File: src/rtl/req_encoder_8_to_3.sv
// Collects events on 8 request lines into a pending bitmap and emits one 3-bit index per
// accepted valid/ready transfer, with round-robin or fixed-priority arbitration.
module req_encoder_8_to_3 #(
    parameter bit ROUND_ROBIN = 1'b1,
    parameter bit EDGE_MODE   = 1'b1
) (
    input  logic       clk,
    input  logic       reset,
    input  logic [7:0] req,
    output logic [2:0] out_code,
    output logic       out_valid,
    input  logic       out_ready,
    output logic [7:0] pending,
    output logic [7:0] overrun,
    input  logic       ovr_clr
);

    logic [7:0] req_q;
    logic [2:0] rr_last;

    logic [7:0] ev;
    logic       slot_free;
    logic       load;
    logic [2:0] sel;
    logic [2:0] idx;
    logic       found;
    logic [7:0] clr_mask;

    assign ev        = EDGE_MODE ? (req & ~req_q) : req;
    assign slot_free = ~out_valid | out_ready;
    assign load      = slot_free & (|pending);
    assign clr_mask  = load ? (8'b1 << sel) : 8'b0;

    // NOTE: every variable written here gets a default first, so no latch is inferred.
    always_comb begin
        sel   = 3'd0;
        idx   = 3'd0;
        found = 1'b0;
        if (ROUND_ROBIN) begin
            // Search starts just after the last grant and wraps through rr_last itself.
            for (int k = 1; k <= 8; k++) begin
                idx = rr_last + 3'(k);
                if (!found && pending[idx]) begin
                    sel   = idx;
                    found = 1'b1;
                end
            end
        end else begin
            for (int i = 7; i >= 0; i--) begin
                if (pending[i]) begin
                    sel = 3'(i);
                end
            end
        end
    end

    // NOTE: sequential state uses non-blocking assignments so every register samples
    // the pre-edge values of the others.
    always_ff @(posedge clk or posedge reset) begin
        if (reset) begin
            req_q     <= 8'h00;
            pending   <= 8'h00;
            overrun   <= 8'h00;
            out_code  <= 3'd0;
            out_valid <= 1'b0;
            rr_last   <= 3'd7;
        end else begin
            req_q   <= req;
            // A fresh event beats a same-cycle grant, so that bit is re-emitted later.
            pending <= ev | (pending & ~clr_mask);
            overrun <= (ovr_clr ? 8'h00 : overrun) | (ev & pending & ~clr_mask);
            if (load) begin
                out_code  <= sel;
                out_valid <= 1'b1;
                rr_last   <= sel;
            end else if (out_valid && out_ready) begin
                out_valid <= 1'b0;
            end
        end
    end

endmodule

File: config.mk
export PLATFORM = sky130hd
export DESIGN_NAME = req_encoder_8_to_3
export DESIGN_NICKNAME = d
export VERILOG_FILES = /design/src/rtl/req_encoder_8_to_3.sv
export SDC_FILE = /design/constraint.sdc
export NUM_CORES = 1
export LEC_CHECK = 0
export BUFFER_PORTS_ARGS = -buffer_cell sky130_fd_sc_hd__buf_2
export CORE_UTILIZATION = 50
export CTS_BUF_LIST = sky130_fd_sc_hd__clkbuf_16
export CTS_CLUSTER_DIAMETER = 40
export CTS_CLUSTER_SIZE = 24
export DETAILED_ROUTE_END_ITERATION = 10
export PLACE_DENSITY = 0.68
export SYNTH_ARGS = -nofsm -noshare
export SYNTH_HDL_FRONTEND = slang
export SYNTH_SLANG_ARGS = --single-unit
File: constraint.sdc
create_clock -name clk -period 5.1 [get_ports clk]
set_input_delay 1.02 -clock clk [delete_from_list [all_inputs] [get_ports clk]]
set_output_delay 1.02 -clock clk [all_outputs]
set_load 0.03 [all_outputs]
; Yosys cells after proc, flatten, opt, wreduce, memory -nomap -nowiden
; Index checks and enable logic that the tools add are counted.
[op_classes]
addsub = 7
n_lt_le_gt_ge = 8
n_shift = 1
n_mux = 35
bitwise = 11
n_reduce_logical = 17
[ops]
columns = op, count
row1 = $and 8x8->8, 4
row2 = $lt 3x4->1 const B, 8
row3 = $bmux 1 s3, 8
row4 = $mux 3, 8
row5 = $mux 1, 17
row6 = $mux 8, 2
row7 = $not 8->8, 2
row8 = $or 8x8->8, 2
row9 = $add 3x3->3 const B, 4
row10 = $logic_and 1x1->1, 8
row11 = $reduce_or 8->1, 1
row12 = $shl 1x3->8 const A, 1
row13 = $logic_not 1->1, 7
row14 = $add 3x2->3 const B, 2
row15 = $add 3x1->3 const B, 1
row16 = $reduce_bool 2->1, 1
row17 = $and 1x1->1, 1
row18 = $not 1->1, 1
row19 = $or 1x1->1, 1
[word_totals]
register_bits = 31
output_inout_bits = 20
word_cells = 85

; Longest topological paths before layout
[logic_depth]
word_depth = 30
ltp_mapped = 14
mapped_depth_nobuf = 10

; Least setup slack after synthesis
; Ideal clock, no wire load.
[synth_timing]
path_kind = flip-flop to flip-flop
startpoint = register rr_last[0]
endpoint = register overrun[6]
setup_ps = 128
t_arrival_ps = 3409
t_required_ps = 4972
path_slack_ps = 1563
stages_incl_launch_ff = 15
n_path_buf = 4
period_less_slack_ps = 3537
path_cell_list = dfstp_2 buf_6 inv_1 buf_6 ha_1 buf_6 mux2i_1 mux2_2 a221o_2 buf_6 and3_1 a2111o_1 o21a_4 o41ai_2 o2bb2ai_1
[synth_via]
elab_chain_cells = 30
[synth_rtl]
columns = element, line
row1 = "start, declared", 19  ; logic [2:0] rr_last;
row2 = "start signal, assigned", 75  ; rr_last <= sel;
row3 = $add 3x1->3, 42  ; idx = rr_last + 3'(k);
row4 = $bmux 1 s3, 43  ; if (!found && pending[idx]) begin
row5 = $mux 1 (not written as such), 43
row6 = $mux 1, 43
row7 = $logic_not 1->1, 43
row8 = $logic_and 1x1->1, 43
row9 = $mux 1, 43
row10 = $logic_not 1->1, 43
row11 = [14 not listed], -
row12 = $logic_not 1->1, 43
row13 = $logic_and 1x1->1, 43
row14 = $mux 3 *, 43
row15 = $shl 1x3->8 *, 32  ; assign clr_mask = load ? (8'b1 << sel) : 8'b0;
row16 = $mux 8 *, 32
row17 = $not 8->8 *, 71  ; overrun <= (ovr_clr ? 8'h00 : overrun) | (ev & pending & ~clr_mask);
row18 = $and 8x8->8 *, 71
row19 = $or 8x8->8 *, 71
row20 = "end signal, assigned", 71
row21 = "end, declared", 14  ; output logic [7:0] overrun,
; Every way passes the cells marked *; elsewhere a longest branch is shown, timed or not. The select of a mux whose other input is x is not followed.
; A chain may end at the register's enable or synchronous reset.

; Final worst setup path
[layout_timing]
startpoint = register rr_last[0]
endpoint = register overrun[7]
; Same word-level chain as after synthesis.

==> insert_results.sql <==
INSERT INTO impl_metrics (metric_group, metric, value, unit) VALUES
('sta', 'max-slew-margin-rel', '57.97', '%'),
('grt', 'first_pass_grt_wire_length', '9680', 'um'),
('logic_synthesis', 'postSynthAreaPerCell', '10.38', 'sq um'),
('logic_synthesis', 'ys_ff_latch', '31', ''),
('worst_setup_path', 'timing.critical_path.buf_inv', '1', ''),
('route', 'drtIter0Drc', '210', ''),
('final_layout', 'num-nets-final', '276', ''),
('worst_setup_path', 'cp_max_stage_delay', '770', 'ps'),
('clock_network', 'htreeDepth', '2', ''),
('sta', 'setup_total_neg_slack', '0', 'ps'),
('sta', 'fmaxAchievable', '245.0', 'MHz'),
('worst_setup_path', 'critical_path.top_delay_family', 'compound AO/OA/AOI/OAI gates', ''),
('route', 'route.detailed.drc', '0', ''),
('placed_design', 'routabilityCongestion', '0.9395', ''),
('route', 'wire_per_inst', '17.57', 'um'),
('worst_setup_path', 'kind_of_critical_path', 'reg -> reg', ''),
('worst_setup_path', 'crit_path_start_kind', 'register', ''),
('placed_design', 'io_buffer_count', '31', ''),
('sta', 'grt_setup_unrepaired', 'no', ''),
('worst_setup_path', 'crit_slowest_cell', 'ha_1', ''),
('clock_network', 'post_cts_buffers', '0', ''),
('route', 'routed_wire_length', '5782', 'um'),
('logic_synthesis', 'syn_inst', '240', ''),
('logic_synthesis', 'async_reset_ff_share', '100.0', '%'),
('final_layout', 'nFillCells', '444', ''),
('final_layout', 'antenna_cells', '0', ''),
('worst_setup_path', 'cp_cell_sequence', 'inv_1 -> ha_1 -> mux2i_1 -> mux2_2 -> a221o_2 -> or3_1 -> a32o_1 -> and3_4 -> o41ai_2 -> o2bb2ai_1', ''),
('status', 'run_status', 'finished, final reports clean', ''),
('sta', 'finalSetupViolCount', '0', ''),
('die', 'floorplan.core_area', '4755', 'sq um'),
('logic_synthesis', 'synth-edff-count', '0', ''),
('clock_network', 'clockRootBuffer', 'clkbuf_16', ''),
('final_layout', 'area_used_by_multi_input_combinational_logic', '1516', 'sq um'),
('worst_setup_path', 'worstPathRequired', '5250', 'ps'),
('logic_synthesis', 'sequential_area_share_after_synthesis', '31.28', '%'),
('worst_setup_path', 'worst-path-max-fanout', '16', ''),
('sta', 'drv_slew', '0', ''),
('die', 'start_util', '52.42', '%'),
('route', 'detailroute.via_count', '1994', ''),
('worst_setup_path', 'regToRegSetupSlack', '1020', 'ps'),
('sta', 'period_minus_slack', '4082', 'ps'),
('grt', 'grt_remaining_overflow', '0', ''),
('route', 'drtAntennaViolNets', '0', ''),
('final_layout', 'areaGrowthSynthToFinish', '10.09', '%'),
('clock_network', 'worst_skew_pair.late_latency', '270', 'ps'),
('clock_network', 'worst_setup_hold_path_clk_slew', '50', 'ps'),
('run', 'max-cap-violations', '0', ''),
('logic_synthesis', 'synthFlopType', 'dfrtp_1', ''),
('grt', 'groute.usage.overall', '24.46', '%'),
('route', 'vias_per_cell', '6.061', ''),
('grt', 'grt_pass1_vias', '1964', ''),
('die', 'die_h', '72.60', 'um'),
('final_layout', 'layout-drive-gt1-share', '30.15', '%'),
('clock_network', 'post_cts_hold_fix_bufs', '0', ''),
('placed_design', 'hpwlAfterDp', '4270', 'um'),
('worst_setup_path', 'worstPathArrival', '4230', 'ps'),
('die', 'dieWidth', '72.60', 'um'),
('sta', 'timing_hold_violations_final', '0', ''),
('final_layout', 'area.sequential', '779.5', 'sq um'),
('grt', 'grt_antenna_before_repair', '0', ''),
('sta', 'transition_time_of_the_tightest_slew_check_pin', '630.4', 'ps'),
('worst_setup_path', 'worstSetupEndpointType', 'register', ''),
('clock_network', 'clock_sinks', '31', ''),
('route', 'drtPass1Iterations', '4', ''),
('die', 'row_count', '25', ''),
('grt', 'grt_start_max_net_pins', '32', ''),
('logic_synthesis', 'synth_area', '2492', 'sq um'),
('clock_network', 'tritoncts.num_buffers', '5', ''),
('logic_synthesis', 'warning_count_from_the_yosys_run', '0', ''),
('clock_network', 'tritoncts', 'built', ''),
('placed_design', 'dp_worst_slack', '1070', 'ps'),
('logic_synthesis', 'synth_fp_nets', '254', ''),
('sta', 'fin_skew', '3.490', 'ps'),
('die', 'die-area', '5271', 'sq um'),
('clock_network', 'max-clock-path-buffers', '2', ''),
('clock_network', 'cts-resized-gates', '0', ''),
('logic_synthesis', 'synth.lib_cells_used.distinct', '59', ''),
('die', 'boundaryPins', '32', ''),
('min_path', 'tightest_hold_check_type', 'reg -> reg', ''),
('final_layout', 'final_core_util', '57.71', '%'),
('sta', 'setup_ws', '1018', 'ps'),
('sta', 'timing.final.crit_share', '80.03', '%');
stage by stage:
step	area (sq um)	hold WS [ps]	instances
final	2744	468.6	329
after global routing	2744	482.8	329
after CTS	2744	471.1	329
after detailed placement	2610	463.6	322
after global placement	2610	463.4	322
after floorplan	2492	448.8	240
flip-flops by register name (all words and copies together) (netlist names):
register / cells
out_code: 3
out_valid: 1
overrun: 8
pending: 8
req_q: 8
rr_last: 3
worst reg2reg max path: stages, from the launching register on:
cell and delay, ps:
dfstp_2 520, inv_1 240, ha_1 770, mux2i_1 260
mux2_2 320, a221o_2 480, or3_1 370, a32o_1 270
and3_4 220, o41ai_2 400, o2bb2ai_1 100
cell type report:
class                      instances  share of cell area [%]
clock buffer                       5                   4.560
sequential                        31                   28.41
timing repair buffer              34                   6.475
tap                               67                   3.055
clock inverter                     2                  0.3192
multi-input combinational        176                   55.27
inverter                          14                   1.915
routing by layer:
metal | up-vias | track usage [%] | wire length, um
met5 | - | 0 | 0
met4 | 0 | 11.55 | 155
met3 | 13 | 3.867 | 194
met2 | 62 | 39.36 | 2959
met1 | 977 | 32.52 | 2473
li1 | 942 | - | -
cell usage in the layout, fill, tap and decap left out, drive strengths merged, types with 3 or more instances in the layout:
cell,count
nand2b,6
dfrtp,28
nor3,6
and3,3
nand2,19
nor2b,6
mux4,11
buf,34
o41ai,6
or4,4
a21oi,9
o211ai,5
inv,14
dfstp,3
o22ai,3
a211oi,5
a2bb2oi,3
clkbuf,5
o21ai,11
mux2i,17
xnor2,3
nor2,20
mux2,9
o2bb2ai,4
synthesized netlist by cell type, drive strengths merged (2+ instances only):
| master | count | area (sq um) |
|---|---|---|
| dfrtp | 28 | 700.7 |
| nor2 | 20 | 77.58 |
| nand2 | 19 | 71.32 |
| buf | 17 | 136.4 |
| mux2i | 17 | 207.7 |
| inv | 14 | 52.55 |
| mux4 | 11 | 251.5 |
| o21ai | 11 | 55.05 |
| a21oi | 9 | 45.04 |
| mux2 | 9 | 105.1 |
| nand2b | 6 | 37.54 |
| nor2b | 6 | 37.54 |
| nor3 | 6 | 30.03 |
| o41ai | 6 | 90.09 |
| a211oi | 5 | 55.05 |
| o211ai | 5 | 37.54 |
| o2bb2ai | 4 | 35.03 |
| or4 | 4 | 30.03 |
| a2bb2oi | 3 | 26.28 |
| and3 | 3 | 23.77 |
| dfstp | 3 | 78.83 |
| o22ai | 3 | 18.77 |
| xnor2 | 3 | 45.05 |
| a221o | 2 | 21.27 |
| a32o | 2 | 20.02 |
| clkbuf | 2 | 7.510 |
| ha | 2 | 25.02 |
| nand3 | 2 | 10.01 |
| o21a | 2 | 22.52 |
path summary, 6_finish.rpt:
path,startpoint,to,depth (start not counted)
worst max-delay path,rr_last[0],overrun[7],10
worst min-delay path,req_q[3],overrun[3],1
worst max register to register,rr_last[0],overrun[7],10
worst min register to register,req_q[3],overrun[3],1
max in group asynchronous,reset,rr_last[2],3
min in group asynchronous,reset,pending[3],3
cells by family (layout without fill, tap and decap cells):
group	Yosys count	in the layout	share of synthesized area [%]
and+or+nand+nor	71	71	14.16
AOI/OAI and AO/OA	62	62	20.88
muxes	37	37	22.64
buffers and inverters	33	55	7.882
DFF	31	31	31.28
xor gates and xnor gates	4	4	2.159
adders and majority gates	2	2	1.004
Power is not shown: default switching activity piles up to over one toggle a cycle in this logic, so the estimate is an artifact.
